`src/rtl/i2c_config_sequencer.sv`:
```
// Walks a register table and feeds DEV_ADDR/reg/data byte triples to a downstream I2C byte controller,
// one Ack-paced byte at a time, with a fixed idle gap between writes and a per-byte Ack timeout.
module i2c_config_sequencer #(
  parameter int         NUM_ENTRIES    = 11,
  parameter logic [7:0] DEV_ADDR       = 8'h34,
  parameter int         GAP_CYCLES     = 8,
  parameter int         TIMEOUT_CYCLES = 64
) (
  input  logic        Clock,
  input  logic        Reset,
  input  logic        Start,
  output logic [7:0]  TableIndex,
  input  logic [15:0] TableWord,
  output logic [7:0]  Data,
  output logic        Enable,
  input  logic        Ack,
  output logic        Busy,
  output logic        Done,
  output logic        Error
);

  typedef enum logic [2:0] {IDLE, BYTE0, BYTE1, BYTE2, GAP} state_t;

  localparam logic [9:0] TMO_LAST = 10'(TIMEOUT_CYCLES - 1);
  localparam logic [7:0] GAP_LOAD = 8'(GAP_CYCLES - 1);
  localparam logic [7:0] LAST_IDX = 8'(NUM_ENTRIES - 1);

  state_t     state;
  logic [9:0] tmo_cnt;
  logic [7:0] gap_cnt;

  always_ff @(posedge Clock or posedge Reset) begin
    if (Reset) begin
      state      <= IDLE;
      TableIndex <= 8'h00;
      Data       <= 8'h00;
      Enable     <= 1'b0;
      Busy       <= 1'b0;
      Done       <= 1'b0;
      Error      <= 1'b0;
      tmo_cnt    <= 10'd0;
      gap_cnt    <= 8'd0;
    end else begin
      case (state)
        IDLE: begin
          if (Start) begin
            state      <= BYTE0;
            TableIndex <= 8'h00;
            Data       <= DEV_ADDR;
            Enable     <= 1'b1;
            Busy       <= 1'b1;
            Done       <= 1'b0;
            Error      <= 1'b0;
            tmo_cnt    <= 10'd0;
          end
        end
        BYTE0, BYTE1, BYTE2: begin
          if (Ack) begin
            // Ack beats a simultaneous expiry: the byte completed in time.
            tmo_cnt <= 10'd0;
            if (state == BYTE0) begin
              Data  <= TableWord[15:8];
              state <= BYTE1;
            end else if (state == BYTE1) begin
              Data  <= TableWord[7:0];
              state <= BYTE2;
            end else begin
              Enable  <= 1'b0;
              gap_cnt <= GAP_LOAD;
              state   <= GAP;
            end
          end else if (tmo_cnt == TMO_LAST) begin
            // Expire on the edge where the count would reach TIMEOUT_CYCLES.
            Enable  <= 1'b0;
            Busy    <= 1'b0;
            Error   <= 1'b1;
            Done    <= 1'b0;
            tmo_cnt <= 10'd0;
            state   <= IDLE;
          end else begin
            tmo_cnt <= tmo_cnt + 10'd1;
          end
        end
        GAP: begin
          if (gap_cnt == 8'd0) begin
            if (TableIndex == LAST_IDX) begin
              Busy   <= 1'b0;
              Done   <= 1'b1;
              Enable <= 1'b0;
              state  <= IDLE;
            end else begin
              TableIndex <= TableIndex + 8'd1;
              Data       <= DEV_ADDR;
              Enable     <= 1'b1;
              tmo_cnt    <= 10'd0;
              state      <= BYTE0;
            end
          end else begin
            gap_cnt <= gap_cnt - 8'd1;
          end
        end
        default: state <= IDLE;
      endcase
    end
  end

endmodule

```
`config.mk`:
```
export PLATFORM = sky130hd
export DESIGN_NAME = i2c_config_sequencer
export DESIGN_NICKNAME = d
export VERILOG_FILES = /design/src/rtl/i2c_config_sequencer.sv
export SDC_FILE = /design/constraint.sdc
export NUM_CORES = 1
export LEC_CHECK = 0
export CAP_MARGIN = 20
export CORE_ASPECT_RATIO = 2
export CORE_MARGIN = 2
export CORE_UTILIZATION = 55
export CTS_BUF_LIST = sky130_fd_sc_hd__clkbuf_4
export DETAILED_ROUTE_END_ITERATION = 7
export PLACE_DENSITY = 0.85
export RECOVER_POWER = 100
export SLEW_MARGIN = 10
export SYNTH_ARGS = -nofsm -noshare
export SYNTH_HDL_FRONTEND = slang
export SYNTH_SLANG_ARGS = --single-unit
```
`constraint.sdc`:
```
create_clock -name Clock -period 4.9 [get_ports Clock]
set_input_delay 0.49 -clock Clock [delete_from_list [all_inputs] [get_ports Clock]]
set_output_delay 0.49 -clock Clock [all_outputs]
set_load 0.005 [all_outputs]
```
After elaboration in Yosys (flattened, before gate mapping)

Cells that the tools add are included.

Bits in registers: 41
Latch bits: 0
RAM bits: 0
ROM bits: 0
Memories: 0

Add/subtract/negate cells: 3
$mul: 0
Div/mod/pow operators: 0
$lt $le $gt $ge: 0
Equal/unequal tests: 20
Shifts and indexed selects: 0
Muxes and demuxes: 49
Bitwise logic cells: 0
Reduce and logical (&&, ||, !) cells: 15

Operator list:

| kind                                                                    | count |
|---|---|
| 8-bit 2-to-1 mux                                                        | 13 |
| 10-bit 2-to-1 mux                                                       | 5 |
| 8-bit case mux with 2 select lines                                      | 2 |
| 10-bit case mux with 3 select lines                                     | 1 |
| 8-bit case mux with 3 select lines                                      | 1 |
| 2-bit inequality test (second input constant)                           | 10 |
| 3-bit 2-to-1 mux                                                        | 6 |
| 6-bit AND reduction                                                     | 3 |
| 1-bit 2-to-1 mux                                                        | 16 |
| 3-bit inequality test (second input constant)                           | 4 |
| 4-bit AND reduction                                                     | 3 |
| 10-bit by 1-bit adder with 10-bit output (second input constant)        | 1 |
| 10-bit by 6-bit equality test with 1-bit output (second input constant) | 1 |
| 1-bit case mux with 3 select lines                                      | 3 |
| 3-bit case mux with 3 select lines                                      | 1 |
| 8-bit by 1-bit adder with 8-bit output (second input constant)          | 1 |
| 8-bit by 4-bit equality test with 1-bit output (second input constant)  | 1 |
| 8-bit zero test                                                         | 1 |
| 8-bit by 1-bit subtractor with 8-bit output (second input constant)     | 1 |
| 3-bit by 2-bit equality test with 1-bit output (second input constant)  | 2 |
| 2-bit nonzero test                                                      | 3 |
| 5-bit AND reduction                                                     | 1 |
| 3-bit by 1-bit equality test with 1-bit output (second input constant)  | 1 |
| 3-bit equality test (second input constant)                             | 1 |
| other kinds (5)                                                         | 5 |

Longest topological paths before layout

Depth after elaboration: 5
Depth in mapped cells: 7
Depth with buffers taken out: 6

Worst setup path after synthesis

Ideal clock, no wire load.

Path kind: register to register
Start: reg TableIndex[0]
End: reg Data[0]
Arrival: 1.937 ns
Data required time: 4.775 ns
Setup slack: 2.839 ns
Cell stages (with the launch flop): 8
Buffers on the path: 1
Cell sequence: dfrtp_1 inv_1 ha_1 or4b_4 o31ai_1 a21o_1 buf_2 mux2_2

Cells in the longest elaborated chain, start to end: 3

RTL lines:

| what                                           | RTL line | text |
|---|---|---|
| start: declaration                             | 12       | `output logic [7:0] TableIndex,` |
| start signal: assignment                       | 92       | `TableIndex <= TableIndex + 8'd1;` |
| 8-bit by 4-bit equality test with 1-bit output | 86       | `if (TableIndex == LAST_IDX) begin` |
| 2-bit inequality test (no source line)         | n/a      |  |
| 6-bit AND reduction (no source line)           | n/a      |  |
| end signal: assignment                         | 62       | `Data <= TableWord[15:8];` |
| end signal: assignment                         | 65       | `Data <= TableWord[7:0];` |
| end: declaration                               | 14       | `output logic [7:0] Data,` |

No other way between the ends.
A chain may end at the register's enable or synchronous reset.

Worst setup path after layout

Start: reg state[1]
End: reg TableIndex[4]

Cells in the longest elaborated chain, start to end: 3
Elaborated cells on any way between the ends: 8
Those cells by class: 4 x eq/ne; 1 x mux; 3 x reduce/logical

RTL lines:

| what                                                                                | RTL line | text |
|---|---|---|
| start: declaration                                                                  | 28       | `state_t state;` |
| start signal: assignment                                                            | 34       | `state <= IDLE;` |
| start signal: assignment                                                            | 47       | `state <= BYTE0;` |
| start signal: assignment                                                            | 63       | `state <= BYTE1;` |
| 3-bit equality test / 3-bit zero test (equally long branches)                       | 44       | `case (state)` |
| 2-bit inequality test (no source line) / 2-bit nonzero test (equally long branches) | n/a      |  |
| 4-bit AND reduction (no source line)                                                | n/a      |  |

Several ways; a longest one is shown, not always the timed one.

==> qor.yml <==
timing:
  setup_viol: 0
  worst_slew_pin_slew_ns: 2.17
  maxSlewHeadroom_pct: -44.9
  fin_tns_setup_ns: 0
  holdWs_ns: 0.498
  rsz0062_at_grt: "no"
  fmax_mhz: 377
  finalClockSkew_ns: 0.0113
  slew_violations: 42
  final.min_clock_period_ns: 2.66
  hold_violations: 0
  fin_crit_sh_pct: 54.2
job:
  cap_violations: 1
floorplanning:
  dieHeight_um: 97.4
  rows: 34
  core-area_um2: 4250
  num_io_pins: 40
  die-area_um2: 4930
  die_width_um: 50.7
  initial_core_util_pct: 56.4
power:
  power_mw: 0.616
  ir_worst_vdd_mv: 0.248
  p_leak_nw: 1.20
  p_per_area_nw_per_um2: 214
placed_design:
  place_congestion: 0.840
  port_buffers: 39
  hpwlAfterDp_um: 4040
  dp_cells: 336
min_path:
  min_path_type: "flop to flop"
detailed_routing:
  vias: 2156
  drc: 0
  vias_per_cell: 6.27
  finalWirelength_um: 5600
  dr.pass1.iters: 4
  wl_per_cell_um: 16.3
  ant_nets: 0
  drtIter0Drc: 62
synthesis:
  yosysSeqAreaShare_pct: 42.8
  ys_ff_latch: 41
  syn_area_um2: 2400
  synth_top_area_cell: "dfrtp_1"
  syn-num-nets: 279
  synth_top_area_share_pct: 42.8
  synthTopCellsByArea: "dfrtp_1 43%, nand2_1 4.4%, mux2_2 3.8%"
  ys_types: 55
  synth-edff-count: 0
  syn_inst: 254
  synth-main-ff-cell: "dfrtp_1"
  yosys_warnings: 0
  syn_avg_cell_area_um2: 9.44
  async_reset_ff_share_pct: 100
cts:
  cts_sinks: 41
  cts_tree: "built"
  cts_max_level: 2
  cts_setup_buffers: 0
  ctsHoldBuffers: 0
  cts_resized: 0
  cts_buffers: 5
  clockBufferDepth: 2
  clk_latency_ns: 0.36
  path_clk_slew_ns: 0.13
  cts_root_buf: "clkbuf_4"
cells_and_area:
  final_net_count: 314
  instances_no_fill: 344
  drive_gt1_share_pct: 10.0
  area_growth_pct: 20.4
  fillers: 341
  n_antenna_cell: 0
run_status:
  failed_checks: "max-capacitance violations, max-slew violations"
  status: "complete, but fails checks"
global_routing:
  grt-ovfl-total: 0
  first_global_vias: 2155
  grt_pass1_wl_um: 9740
  antenna_found_initial: 0
  grt_max_degree: 42
  groute.usage.overall_pct: 24.9
worst_setup_path:
  cp_max_fo: 15
  path_cells: "nor2_1 > o21ai_0 > or4_1 > a21boi_0"
  path_class: "flop to flop"
  start_kind: "flop"
  end_kind: "flop"
  cp.required_ns: 5.17
  slowest_delay_ns: 0.73
  cp.arrival_ns: 2.93
  crit_path_top_delay_cell: "nor2_1"
==> critical path: cells and delay by family, from the launching register on <==
kind / cells / cell delay, ns
flops: 1 / 0.55
simple gates: 2 / 1.31
compound gates: 2 / 0.71
==> final timing paths <==
kind	startpoint	endpoint	slack (ns)	cells past startpoint
max	state[1]	TableIndex[4]	2.24	4
min	tmo_cnt[8]	tmo_cnt[8]	0.50	1
max reg2reg	state[1]	TableIndex[4]	2.24	4
min reg2reg	tmo_cnt[8]	tmo_cnt[8]	0.50	1
max in group asynchronous	Reset	tmo_cnt[0]	2.30	3
min in group asynchronous	Reset	Error	1.35	3
==> registers in the layout (all words and copies together) (netlist names) <==
register,count
tmo_cnt,10
Data,8
TableIndex,8
gap_cnt,8
state,3
Busy,1
Done,1
Enable,1
Error,1
==> where the power goes <==
part | total [mW] | leakage [nW] | switching (mW) | internal (mW)
sequential | 0.350 | 0.511 | 0.00611 | 0.344
combinational | 0.0422 | 0.650 | 0.0169 | 0.0253
clock | 0.224 | 0.0433 | 0.113 | 0.112
total | 0.616 | 1.20 | 0.136 | 0.481
==> cell type report <==
cell class / count / area (µm²) / area share, %
flip-flops and latches: 41 / 1030 / 35.6
well taps: 54 / 67.6 / 2.34
clock inverters: 2 / 33.8 / 1.17
inverters: 7 / 26.3 / 0.911
repair buffers: 41 / 402 / 13.9
multi-input cells: 193 / 1280 / 44.5
clock buffers: 6 / 45.0 / 1.56
==> routing by layer <==
layer  share of wire, %  GRT usage (%)
met1                 42           30.3
met2                 53           42.3
met3                3.7           4.46
met4                1.6           9.77
met5                  0              0
==> kinds of logic after synthesis <==
family	Yosys count	share of synthesized area, %
xor+xnor	1	0.365
mux	12	5.43
flops	41	42.8
buf+inv	20	3.39
compound gates	75	21.2
fa+ha+maj	5	2.61
simple gates	100	24.2
==> cell usage after synthesis (2+ instances only) <==
master	number
dfrtp_1	41
nand2_1	28
o21ai_0	13
nor2_1	12
a31oi_1	11
nand3_1	10
a21oi_1	9
mux2_2	8
clkbuf_1	7
inv_1	7
nor4_1	6
o31ai_1	6
or4_1	6
a22oi_1	5
buf_2	5
ha_1	5
nand2b_1	5
a21boi_0	4
and3_1	4
mux2i_1	4
nor3_1	4
o211ai_1	4
o22ai_1	4
or2_2	4
a21o_1	3
a41oi_1	3
and4_1	3
nand3b_1	3
nor2b_1	3
a211oi_1	2
==> through the flow <==
step	setup WS, ns	cell area, µm²	util [%]
3_3_place_gp	2.49	2820	66.2
4_1_cts	2.45	2890	68.0
2_1_floorplan	2.84	2400	-
5_1_grt	1.78	2890	67.8
6_report	2.24	2890	67.8
3_5_place_dp	2.42	2820	66.2
==> cell usage in the layout (no fill, tap or decap), drive strengths merged, types with 4 or more instances in the layout <==
cell type,n
inv,7
or4,8
o21ai,14
clkbuf,7
and3,4
nor2,12
mux2,8
or2,4
a31oi,11
a21boi,5
nand2b,5
clkdlybuf4s50,18
o22ai,4
nand2,28
o211ai,4
dlygate4sd3,21
a22oi,5
ha,5
nor3,4
a21o,4
dfrtp,41
nor4,7
a21oi,9
mux2i,4
nand3,10
o31ai,6
No activity file was read; power rests on OpenSTA's default activity.
